--- src/rtl/multicycle_controller_if.sv ---
// Memory handshake bundle between the multi-cycle controller and the
// shared instruction/data memory.
//   iord      : address select, 0 = PC, 1 = ALUOut
//   mem_read  : read request
//   mem_write : write request
//   mem_ready : memory completes the current access this cycle
interface multicycle_controller_if;
    logic iord;
    logic mem_read;
    logic mem_write;
    logic mem_ready;

    modport master (
        output iord,
        output mem_read,
        output mem_write,
        input  mem_ready
    );

    modport slave (
        input  iord,
        input  mem_read,
        input  mem_write,
        output mem_ready
    );
endinterface

--- src/rtl/multicycle_controller.sv ---
// Sequencing FSM for the multi-cycle RV32I core. Walks each instruction
// through fetch, decode, execute, memory and write-back, driving the
// datapath mux selects and write enables, and stalls on mem_ready.
// Ports:
//   clk, reset (async, active-low)
//   opcode, bcond, halt_cond      : datapath status inputs
//   mem (master)                  : iord / mem_read / mem_write / mem_ready
//   pc_write, ir_write, pc_source : PC/IR controls
//   alu_src_a, alu_src_b, alu_op  : ALU operand and operation selects
//   reg_write, wb_sel             : register-file write-back controls
//   inst_done, halted, state      : status and debug
//
// state | meaning
// ------+--------------------------------------------
// RST   | just out of reset, no outputs
// IF    | fetch, waits on mem_ready, PC <= PC+4
// ID    | decode, ALUOut <= old_pc + imm
// EX    | execute / branch / jump resolution
// MEM   | load or store access, waits on mem_ready
// WB    | register write-back
// HALT  | stopped until reset
//
// Outputs are decoded combinationally from the state register and the
// live inputs, so the fetch/load enables coincide with mem_ready.
module multicycle_controller #(
    parameter bit HALT_ON_ILLEGAL = 1'b0
) (
    input  logic                     clk,
    input  logic                     reset,
    input  logic [6:0]               opcode,
    input  logic                     bcond,
    input  logic                     halt_cond,
    multicycle_controller_if.master  mem,
    output logic                     pc_write,
    output logic                     ir_write,
    output logic                     pc_source,
    output logic [1:0]               alu_src_a,
    output logic [1:0]               alu_src_b,
    output logic [1:0]               alu_op,
    output logic                     reg_write,
    output logic [1:0]               wb_sel,
    output logic                     inst_done,
    output logic                     halted,
    output logic [2:0]               state
);

    localparam logic [6:0] OP_R      = 7'b0110011;
    localparam logic [6:0] OP_I      = 7'b0010011;
    localparam logic [6:0] OP_LOAD   = 7'b0000011;
    localparam logic [6:0] OP_STORE  = 7'b0100011;
    localparam logic [6:0] OP_BRANCH = 7'b1100011;
    localparam logic [6:0] OP_JAL    = 7'b1101111;
    localparam logic [6:0] OP_JALR   = 7'b1100111;
    localparam logic [6:0] OP_ECALL  = 7'b1110011;

    typedef enum logic [2:0] {
        S_RST  = 3'd0,
        S_IF   = 3'd1,
        S_ID   = 3'd2,
        S_EX   = 3'd3,
        S_MEM  = 3'd4,
        S_WB   = 3'd5,
        S_HALT = 3'd6
    } state_t;

    state_t state_q;
    state_t state_d;
    logic   iord_c;
    logic   mem_read_c;
    logic   mem_write_c;

    always_ff @(posedge clk or negedge reset) begin
        if (!reset) begin
            state_q <= S_RST;
        end else begin
            state_q <= state_d;
        end
    end

    always_comb begin
        state_d     = S_IF;
        iord_c      = 1'b0;
        mem_read_c  = 1'b0;
        mem_write_c = 1'b0;
        pc_write    = 1'b0;
        ir_write    = 1'b0;
        pc_source   = 1'b0;
        alu_src_a   = 2'b00;
        alu_src_b   = 2'b00;
        alu_op      = 2'b00;
        reg_write   = 1'b0;
        wb_sel      = 2'b00;
        inst_done   = 1'b0;
        halted      = 1'b0;
        case (state_q)
            S_RST: state_d = S_IF;
            S_IF: begin
                mem_read_c = 1'b1;
                if (mem.mem_ready) begin
                    ir_write  = 1'b1;
                    pc_write  = 1'b1;
                    alu_src_b = 2'b01;
                    state_d   = S_ID;
                end else begin
                    state_d = S_IF;
                end
            end
            S_ID: begin
                alu_src_a = 2'b10;
                alu_src_b = 2'b10;
                state_d   = S_EX;
            end
            S_EX: begin
                case (opcode)
                    OP_R: begin
                        alu_src_a = 2'b01;
                        alu_op    = 2'b10;
                        state_d   = S_WB;
                    end
                    OP_I: begin
                        alu_src_a = 2'b01;
                        alu_src_b = 2'b10;
                        alu_op    = 2'b11;
                        state_d   = S_WB;
                    end
                    OP_LOAD, OP_STORE: begin
                        alu_src_a = 2'b01;
                        alu_src_b = 2'b10;
                        state_d   = S_MEM;
                    end
                    OP_BRANCH: begin
                        alu_src_a = 2'b01;
                        alu_op    = 2'b01;
                        pc_source = 1'b1;
                        pc_write  = bcond;
                        inst_done = 1'b1;
                    end
                    OP_JAL: begin
                        pc_write  = 1'b1;
                        pc_source = 1'b1;
                        reg_write = 1'b1;
                        wb_sel    = 2'b10;
                        inst_done = 1'b1;
                    end
                    OP_JALR: begin
                        alu_src_a = 2'b01;
                        alu_src_b = 2'b10;
                        pc_write  = 1'b1;
                        reg_write = 1'b1;
                        wb_sel    = 2'b10;
                        inst_done = 1'b1;
                    end
                    OP_ECALL: begin
                        // Halting ecall does not retire
                        if (halt_cond) begin
                            state_d = S_HALT;
                        end else begin
                            inst_done = 1'b1;
                        end
                    end
                    default: begin
                        inst_done = 1'b1;
                        state_d   = HALT_ON_ILLEGAL ? S_HALT : S_IF;
                    end
                endcase
            end
            S_MEM: begin
                iord_c = 1'b1;
                // Only load and store reach MEM; the MDR load is done by the
                // datapath on mem_read & mem_ready, so ir_write stays low.
                if (opcode == OP_STORE) begin
                    mem_write_c = 1'b1;
                    if (mem.mem_ready) begin
                        inst_done = 1'b1;
                        state_d   = S_IF;
                    end else begin
                        state_d = S_MEM;
                    end
                end else begin
                    mem_read_c = 1'b1;
                    state_d    = mem.mem_ready ? S_WB : S_MEM;
                end
            end
            S_WB: begin
                reg_write = 1'b1;
                wb_sel    = (opcode == OP_LOAD) ? 2'b01 : 2'b00;
                inst_done = 1'b1;
                state_d   = S_IF;
            end
            S_HALT: begin
                halted  = 1'b1;
                state_d = S_HALT;
            end
            default: state_d = S_IF;
        endcase
    end

    assign mem.iord      = iord_c;
    assign mem.mem_read  = mem_read_c;
    assign mem.mem_write = mem_write_c;
    assign state         = state_q;

endmodule

--- src/flat_wrapper.sv ---
// flat-port wrapper written by rule: the top's interface ports become plain ports
module multicycle_controller_flat 
#(
    parameter bit HALT_ON_ILLEGAL = 1'b0
)
  (clk, reset, opcode, bcond, halt_cond, pc_write, ir_write, pc_source, alu_src_a, alu_src_b, alu_op, reg_write, wb_sel, inst_done, halted, state, mem_iord, mem_mem_read, mem_mem_write, mem_mem_ready);
  multicycle_controller_if mem_i ();
  input  logic clk;
  input  logic reset;
  input  logic [6:0] opcode;
  input  logic bcond;
  input  logic halt_cond;
  output logic pc_write;
  output logic ir_write;
  output logic pc_source;
  output logic [1:0] alu_src_a;
  output logic [1:0] alu_src_b;
  output logic [1:0] alu_op;
  output logic reg_write;
  output logic [1:0] wb_sel;
  output logic inst_done;
  output logic halted;
  output logic [2:0] state;
  output wire logic [$bits(mem_i.iord)-1:0] mem_iord;
  output wire logic [$bits(mem_i.mem_read)-1:0] mem_mem_read;
  output wire logic [$bits(mem_i.mem_write)-1:0] mem_mem_write;
  input wire logic [$bits(mem_i.mem_ready)-1:0] mem_mem_ready;
  assign mem_iord = mem_i.iord;
  assign mem_mem_read = mem_i.mem_read;
  assign mem_mem_write = mem_i.mem_write;
  assign mem_i.mem_ready = mem_mem_ready;
  multicycle_controller #(.HALT_ON_ILLEGAL(HALT_ON_ILLEGAL)) u_core (.clk(clk), .reset(reset), .opcode(opcode), .bcond(bcond), .halt_cond(halt_cond), .mem(mem_i), .pc_write(pc_write), .ir_write(ir_write), .pc_source(pc_source), .alu_src_a(alu_src_a), .alu_src_b(alu_src_b), .alu_op(alu_op), .reg_write(reg_write), .wb_sel(wb_sel), .inst_done(inst_done), .halted(halted), .state(state));
endmodule
--- config.mk ---
export PLATFORM = sky130hd
export DESIGN_NAME = multicycle_controller_flat
export DESIGN_NICKNAME = d
export VERILOG_FILES = /design/src/rtl/multicycle_controller_if.sv /design/src/rtl/multicycle_controller.sv /design/src/flat_wrapper.sv
export SDC_FILE = /design/constraint.sdc
export NUM_CORES = 1
export LEC_CHECK = 0
export ABC_AREA = 1
export ABC_CLOCK_PERIOD_IN_PS = 2100
export CAP_MARGIN = 0
export CORE_AREA = 2 2 40 45
export CTS_CLUSTER_SIZE = 14
export DETAILED_ROUTE_END_ITERATION = 10
export DIE_AREA = 0 0 42 47
export MAX_ROUTING_LAYER = met4
export PLACE_DENSITY = 0.75
export RECOVER_POWER = 25
export SETUP_SLACK_MARGIN = 0.2
export SYNTH_ARGS = -nofsm -noshare
export SYNTH_HDL_FRONTEND = slang
export SYNTH_SLANG_ARGS = --single-unit
--- constraint.sdc ---
create_clock -name clk -period 2.1 [get_ports clk]
set_clock_uncertainty 0.15 [all_clocks]
set_input_delay 0.63 -clock clk [delete_from_list [all_inputs] [get_ports clk]]
set_output_delay 0.63 -clock clk [all_outputs]
set_load 0.05 [all_outputs]
==> results of run 1 <==
==> per-stage QoR <==
stage,instances,hold WS [ps],area (sq um)
2_1_floorplan,80,184.4,732.0
3_3_place_gp,143,595.1,1361
3_5_place_dp,143,645.7,1361
==> Yosys cell counts <==
cell and n:
a21oi_1 3, a21oi_2 1, buf_4 2, dfrtp_1 3, inv_1 7, inv_2 5
inv_4 2, nand2_1 14, nand2_2 4, nand2_4 3, nand3_1 9, nand3_2 2
nand4_1 5, nor2_1 11, nor2_2 1, nor2_4 1, nor2_8 3, nor3_1 3
o21bai_1 1
==> cells by family after synthesis <==
family                 synth area share [%]
and+or+nand+nor                       65.62
DFF                                   14.42
AOI/OAI and AO/OA                     6.010
buffers and inverters                 13.94
==> results.py, run 1 <==
metrics = {
    "synth": {
        "ys_seq_area_share_pct": 14.42,
        "yosys_warnings": 0,
        "avgSynthCellArea_sq_um": 6.506,
        "yosysTopAreaCell": "dfrtp_1",
        "yosysUniqueCellTypes": 19,
        "synth_nets": 92,
        "synthTopCellsByArea": "dfrtp_1 14%, nor2_8 12%, nand2_1 10%",
        "syn_area_sq_um": 520.5,
        "postSynthCellCount": 80,
        "synth_seq_cells": 3,
        "synth_top_area_share_pct": 14.42,
    },
    "placed_design": {
        "port_buffers": 31,
        "pre_cts_slack_ps": -753.5,
        "place_congestion": 0.8458,
        "post-dp-hpwl_microns": 1949,
    },
    "die": {
        "io_pins": 32,
        "start_util_pct": 34.24,
        "num_rows": 15,
        "die_width_microns": 42,
        "die-height_microns": 47,
    },
    "clock_tree": {
        "clockBufferDepth": 2,
        "htree_levels": 1,
        "cts_inserted_buffers": 3,
        "cts.sinks": 3,
        "cts_resized": 60,
        "hold_buffers": 0,
        "post-cts-setup-buffer-count": 18,
        "root_buffer": "clkbuf_4",
    },
    "run_status": {
        "error": "[ERROR DPL-0038] Utilization greater than 100%, impossible to legalize",
        "outcome": "did not finish",
        "stop_stage": "4_1_cts",
    },
}
==> run 2: changes to the inputs <==
- CORE_AREA: 2 2 40 45 -> 2 2 63 65
- CTS_CLUSTER_SIZE: 14 -> not set
- DIE_AREA: 0 0 42 47 -> 0 0 65 67
- MAX_ROUTING_LAYER: met4 -> not set
- PLACE_DENSITY: 0.75 -> not set
- PLACE_DENSITY_LB_ADDON: not set -> 0.15
- SETUP_SLACK_MARGIN: 0.2 -> not set
==> run 2 against run 1 <==
  * The flow now finishes, with violations (setup timing)
  * Synthesized area did not move
  * Synthesized cell count unchanged
==> results.py, run 2 <==
metrics = {
    "synth": {
        "synth_nets": 92,
        "synth_top_area_share_pct": 14.42,
        "yosysUniqueCellTypes": 19,
        "yosys_warnings": 0,
        "synth.top_cells.by_count": "14 x nand2_1, 11 x nor2_1, 9 x nand3_1, 7 x inv_1",
        "postSynthCellCount": 80,
        "avgSynthCellArea_sq_um": 6.506,
        "synth_seq_cells": 3,
        "synthTopCellsByArea": "dfrtp_1 14%, nor2_8 12%, nand2_1 10%",
        "synth_edf_count": 0,
        "yosysMostFrequentCell": "nand2_1",
        "syn_area_sq_um": 520.5,
        "synth_ff_type": "dfrtp_1",
        "synthArstFlopShare_pct": 100.0,
        "yosysTopAreaCell": "dfrtp_1",
        "ys_seq_area_share_pct": 14.42,
    },
    "critical_path": {
        "worstReg2RegStart": "u_core.state[0]$_DFF_PN0_",
        "rrSetupSlack_ps": 620,
        "arrival_ps": 1520,
        "r2r_cells": 6,
        "required_ps": 1320,
        "cp-start-kind": "input port",
        "path_max_fanout": 6,
        "worstSetupPathType": "in -> out",
        "r2r_end": "u_core.state[0]$_DFF_PN0_",
        "cp-end-kind": "primary output",
    },
    "drt": {
        "drt_pass1_iterations": 2,
        "drt_first_iter_violations": 7,
        "drt-vias-per-instance": 3.862,
        "drc_errors": 0,
        "antenna_left": 0,
        "wire_per_inst_microns": 10.90,
        "wirelength_microns": 2060,
        "vias": 730,
    },
    "clock_tree": {
        "root_buffer": "clkbuf_8",
        "htree_levels": 1,
        "clkSlewWorstSetupHoldPaths_ps": 30,
        "clock_latency_ps": 220,
        "cts.sinks": 3,
        "cts_inserted_buffers": 3,
        "clockBufferDepth": 2,
        "cts_tree": "built",
    },
    "global_routing": {
        "grt_antenna_before_repair": 0,
        "grt_max_degree": 7,
        "grt_pass1_wl_microns": 3512,
        "grt.total_usage_pct": 10.29,
        "grt_pass1_vias": 747,
        "gr-total-overflow": 0,
    },
    "sta": {
        "report.final.slew_viol_count": 0,
        "period_share_pct": 109.4,
        "fin_tns_setup_ps": -1774,
        "rsz0062_at_grt": "true",
        "finalCriticalPeriod_ps": 2298,
        "setup_slack_ps": -197.9,
        "setup_viol": 12,
        "worst_slew_pin_slew_ps": 196.7,
        "slew_headroom_pct": 86.84,
        "hold_viol": 0,
        "fmax_ghz": 0.4352,
    },
    "die": {
        "die-area_sq_um": 4355,
        "die_width_microns": 65,
        "start_util_pct": 14.43,
        "io_pins": 32,
        "num_rows": 22,
        "die-height_microns": 67,
        "core_area_sq_um": 3606,
    },
    "pwr": {
        "powerDensity_nw_per_um2": 890.5,
        "total_power_mw": 1.470,
        "cellLeakagePower_nw": 0.7360,
        "ir_drop_mv": 0.3476,
    },
    "cells_and_area": {
        "largest_reg_flops": 3,
        "drive_gt1_share_pct": 80.85,
        "finalNetCount": 154,
        "diodes": 0,
        "nFillCells": 351,
        "syn2layout_area_growth_pct": 217.1,
        "final_common_cell": "buf_4",
        "final_cell_mix": "24 x buf_4, 22 x buf_12, 8 x nor2_4, 8 x nand2_1",
    },
    "placed_design": {
        "post-dp-hpwl_microns": 1720,
        "port_buffers": 31,
        "place_congestion": 0.6773,
    },
    "run_status": {
        "violations": "setup timing",
        "outcome": "finished with violations",
    },
    "min_path": {
        "hold_path_class": "in -> async",
    },
    "flow_run": {
        "drv_cap": 0,
    },
}
run 2: cell counts after synthesis:
Identical to the previous run, type by type.
run 2: how the worst max path moves through the flow:
| stage | startpoint | endpoint | slack, ps | depth (start not counted) |
|---|---|---|---|---|
| after floorplan | opcode[3] | mem_mem_write | -130 | 5 |
| after global placement | opcode[3] | alu_src_b[1] | -710 | 10 |
| after detailed placement | opcode[3] | alu_src_b[1] | -730 | 10 |
| after CTS | opcode[3] | alu_op[1] | -310 | 10 |
| after global routing | opcode[2] | alu_op[1] | -260 | 9 |
| final | opcode[4] | pc_source | -200 | 7 |
run 2: power by group:
part           leakage [nW]  internal [mW]  switching [mW]  total [mW]
clock network        0.0228          0.130          0.0397       0.169
registers            0.0337         0.0812          0.0333       0.115
logic                 0.680          0.542           0.644        1.19
run 2: through the flow:
stage                     instances  area [sq um]  hold slack (ps)  setup WS [ps]  utilization (%)
after floorplan                  80         711.9            184.4         -129.5                -
after global placement          175          1400            572.3         -707.8            38.83
after detailed placement        175          1400            577.6         -727.8            38.83
after CTS                       189          1568            445.2         -314.3            43.48
after global routing            189          1650            518.9         -261.2            45.77
final                           189          1650            512.2         -197.9            45.77
run 2: timing repair:
item,CTS,global route
endpoints found under the setup margin,14,15
resized for setup,52,23
pin swaps,21,15
gates cloned,1,0
hold buffers,0,0
setup buffers,9,1
run 2: final cells by class:
cell class,instances,area (sq um),share of cell area (%)
Multi-Input combinational cell,62,600.6,36.39
Tap cell,48,60.06,3.639
Clock buffer,4,45.04,2.729
Timing Repair Buffer,58,760.7,46.10
Inverter,14,105.1,6.368
Sequential cell,3,78.83,4.776
run 2: cells by family after synthesis:
family	count (synthesis)	synth area share [%]
AOI/OAI and AO/OA	5	6.010
DFF	3	14.42
buffers and inverters	16	13.94
and+or+nand+nor	56	65.62
run 2: critical path: stages:
cell and delay (ps):
buf_8 110, inv_8 60, nand2_8 60, nor2_8 130, nand4_1 170, a21oi_4 210
buf_12 150
run 2: per-layer routing:
metal  wire, microns  share of wire [%]  global-route usage, %
met1             809                 39                  12.99
met2            1159                 56                  18.69
met3              76                3.7                  1.014
met4              14               0.68                  2.394
met5               0                  0                      0
Note: power is estimated with default switching activity, not from simulation.
==> run 3: changes to the inputs <==
- GPL_TIMING_DRIVEN: not set -> 1
==> results of run 3 <==
Final layout, timing and power as in run 2 (identical DEF).
==> run 4: changes to the inputs <==
- CORE_AREA: 2 2 63 65 -> 4 4 65 67
- DIE_AREA: 0 0 65 67 -> 0 0 69 71
- RECOVER_POWER: 25 -> 100
==> run 4 against run 3 <==
  * The flow still finishes with violations (setup timing)
  * Die area is 12% higher
  * Sequential share of layout area fell by 0.16 points
  * Final area up 1.9%
  * Clock-buffer cell count unchanged
  * Worst setup slack worse by 23 ps
  * Critical path depth rose by 2
  * Register-to-register slack got worse by 90 ps
  * Routed wire length up 12%
  * Critical endpoint is now alu_op[1]
  * Sequential power decreased by 4%
  * Global-route usage is 1.4 points lower
  * Highest routed layer unchanged
==> results.py, run 4 (synthesis gave the netlist of run 2 again) <==
metrics = {
    "pwr": {
        "p_sw_mw": 0.7371,
        "ir_drop_mv": 0.3543,
        "p_int_mw": 0.7918,
        "sequentialPowerShare_pct": 7.2,
        "total_power_mw": 1.529,
        "powerDensity_nw_per_um2": 909.2,
        "cellLeakagePower_nw": 0.7623,
        "combPwrFrac_pct": 82.0,
        "swShare_pct": 48.21,
        "pwr-share-clk_pct": 10.8,
    },
    "drt": {
        "drc_errors": 0,
        "vias": 771,
        "wire_per_inst_microns": 11.90,
        "antenna_left": 0,
        "drt_pass1_iterations": 4,
        "drt_first_iter_violations": 13,
        "drt-vias-per-instance": 3.974,
        "wirelength_microns": 2309,
    },
    "run_status": {
        "outcome": "finished with violations",
        "violations": "setup timing",
    },
    "cells_and_area": {
        "instances_no_fill": 194,
        "final_common_cell": "buf_4",
        "drive_gt1_share_pct": 79.45,
        "syn2layout_area_growth_pct": 223.1,
        "diodes": 0,
        "finalInstanceArea_sq_um": 1682,
        "final_cell_mix": "27 x buf_4, 22 x buf_12, 8 x nor2_4",
        "largest_reg_flops": 3,
        "nFillCells": 359,
        "finalNetCount": 159,
    },
    "global_routing": {
        "grt_max_degree": 7,
        "grt_antenna_before_repair": 0,
        "gr-total-overflow": 0,
        "grt_pass1_wl_microns": 3670,
        "grt.total_usage_pct": 8.925,
        "grt_pass1_vias": 790,
    },
    "critical_path": {
        "arrival_ps": 1540,
        "cp-end-kind": "primary output",
        "cp-start-kind": "input port",
        "path_max_fanout": 5,
        "worstReg2RegStart": "u_core.state[2]$_DFF_PN0_",
        "rrSetupSlack_ps": 530,
        "r2r_end": "u_core.state[1]$_DFF_PN0_",
        "r2r_cells": 9,
        "required_ps": 1320,
        "worstSetupPathType": "in -> out",
    },
    "die": {
        "core_area_sq_um": 3633,
        "die-area_sq_um": 4899,
        "die-height_microns": 71,
        "die_width_microns": 69,
        "start_util_pct": 14.33,
        "num_rows": 22,
        "io_pins": 32,
    },
    "clock_tree": {
        "clock_latency_ps": 210,
        "cts_tree": "built",
        "clockBufferDepth": 2,
        "clkSlewWorstSetupHoldPaths_ps": 30,
        "cts.sinks": 3,
        "hold_buffers": 0,
        "root_buffer": "clkbuf_8",
        "htree_levels": 1,
        "cts_inserted_buffers": 3,
    },
    "placed_design": {
        "port_buffers": 31,
        "place_inst": 175,
        "post-dp-hpwl_microns": 1740,
        "place_congestion": 0.7300,
        "pre_cts_slack_ps": -723.9,
        "place_area_sq_um": 1400,
    },
    "sta": {
        "worst_slew_pin_slew_ps": 400.2,
        "report.final.slew_viol_count": 0,
        "fmax_ghz": 0.4309,
        "setup_slack_ps": -220.9,
        "rsz0062_at_grt": "true",
        "hold_viol": 0,
        "period_share_pct": 110.5,
        "finalCriticalPeriod_ps": 2321,
        "setup_viol": 15,
        "slew_headroom_pct": 73.32,
    },
    "min_path": {
        "hold_path_class": "in -> async",
    },
    "flow_run": {
        "drv_cap": 0,
    },
}
[run 4: changes by cell type in the layout (fill, tap and decap cells not counted), sizes merged]
cell | before | now
dlymetal6s2s | 1 | 0
clkdlybuf4s25 | 0 | 1
clkdlybuf4s50 | 0 | 1
buf | 54 | 58
clkdlybuf4s15 | 1 | 0
clkbuf | 4 | 5
[run 4: per-layer routing]
metal / vias up / share of wire [%] / global-route usage, %
li1: 389 / - / -
met1: 360 / 39 / 11.54
met2: 20 / 57 / 15.47
met3: 2 / 3.0 / 1.136
met4: 0 / 0.91 / 2.603
met5: - / 0 / 0
[run 4: layout make-up]
type / count / area [sq um] / share of cell area [%]
clock buffers: 4 / 45.04 / 2.679
flip-flops and latches: 3 / 77.57 / 4.613
repair buffers: 63 / 794.5 / 47.25
multi-input cells: 62 / 606.8 / 36.09
inverters: 14 / 97.59 / 5.804
well taps: 48 / 60.06 / 3.571
[run 4: worst max-delay path by stage]
stage,from,cells past startpoint,to,slack (ps)
floorplan,opcode[3],5,mem_mem_write,-130
global placement,opcode[3],10,alu_src_b[1],-710
detailed placement,opcode[3],10,alu_src_b[1],-720
CTS,opcode[3],8,inst_done,-280
global route,opcode[3],9,alu_op[1],-280
finish,opcode[3],9,alu_op[1],-220
[run 4: critical path, stage by stage]
cell        delay (ps)
buf_12             120
inv_16              50
nand2_8             50
nor2_8             170
nand2_4             90
nor2_4             130
nand2_2             80
clkinvlp_4          80
buf_12             130
[run 4: power groups by stage]
stage	Sequential, mW	Combinational [mW]	Clock [mW]
floorplan	0.174	0.565	0
global placement	0.119	1.07	0
detailed placement	0.119	1.08	0
CTS	0.111	1.19	0.171
global route	0.113	1.31	0.178
finish	0.110	1.25	0.165
[run 4: repair_timing]
action	CTS	global route
setup buffers	10	5
setup endpoints to repair	14	15
gates cloned	1	0
gates resized for setup	50	24
pin swaps	22	16
[run 4: metrics by stage]
step | hold WS, ps | util, % | TNS (ps)
after floorplan | 184.4 | - | -1045
after global placement | 574.3 | 38.53 | -8402
after detailed placement | 574.5 | 38.53 | -8527
after CTS | 446.0 | 43.77 | -2732
after global routing | 523.3 | 46.28 | -3041
final | 516.6 | 46.28 | -2065
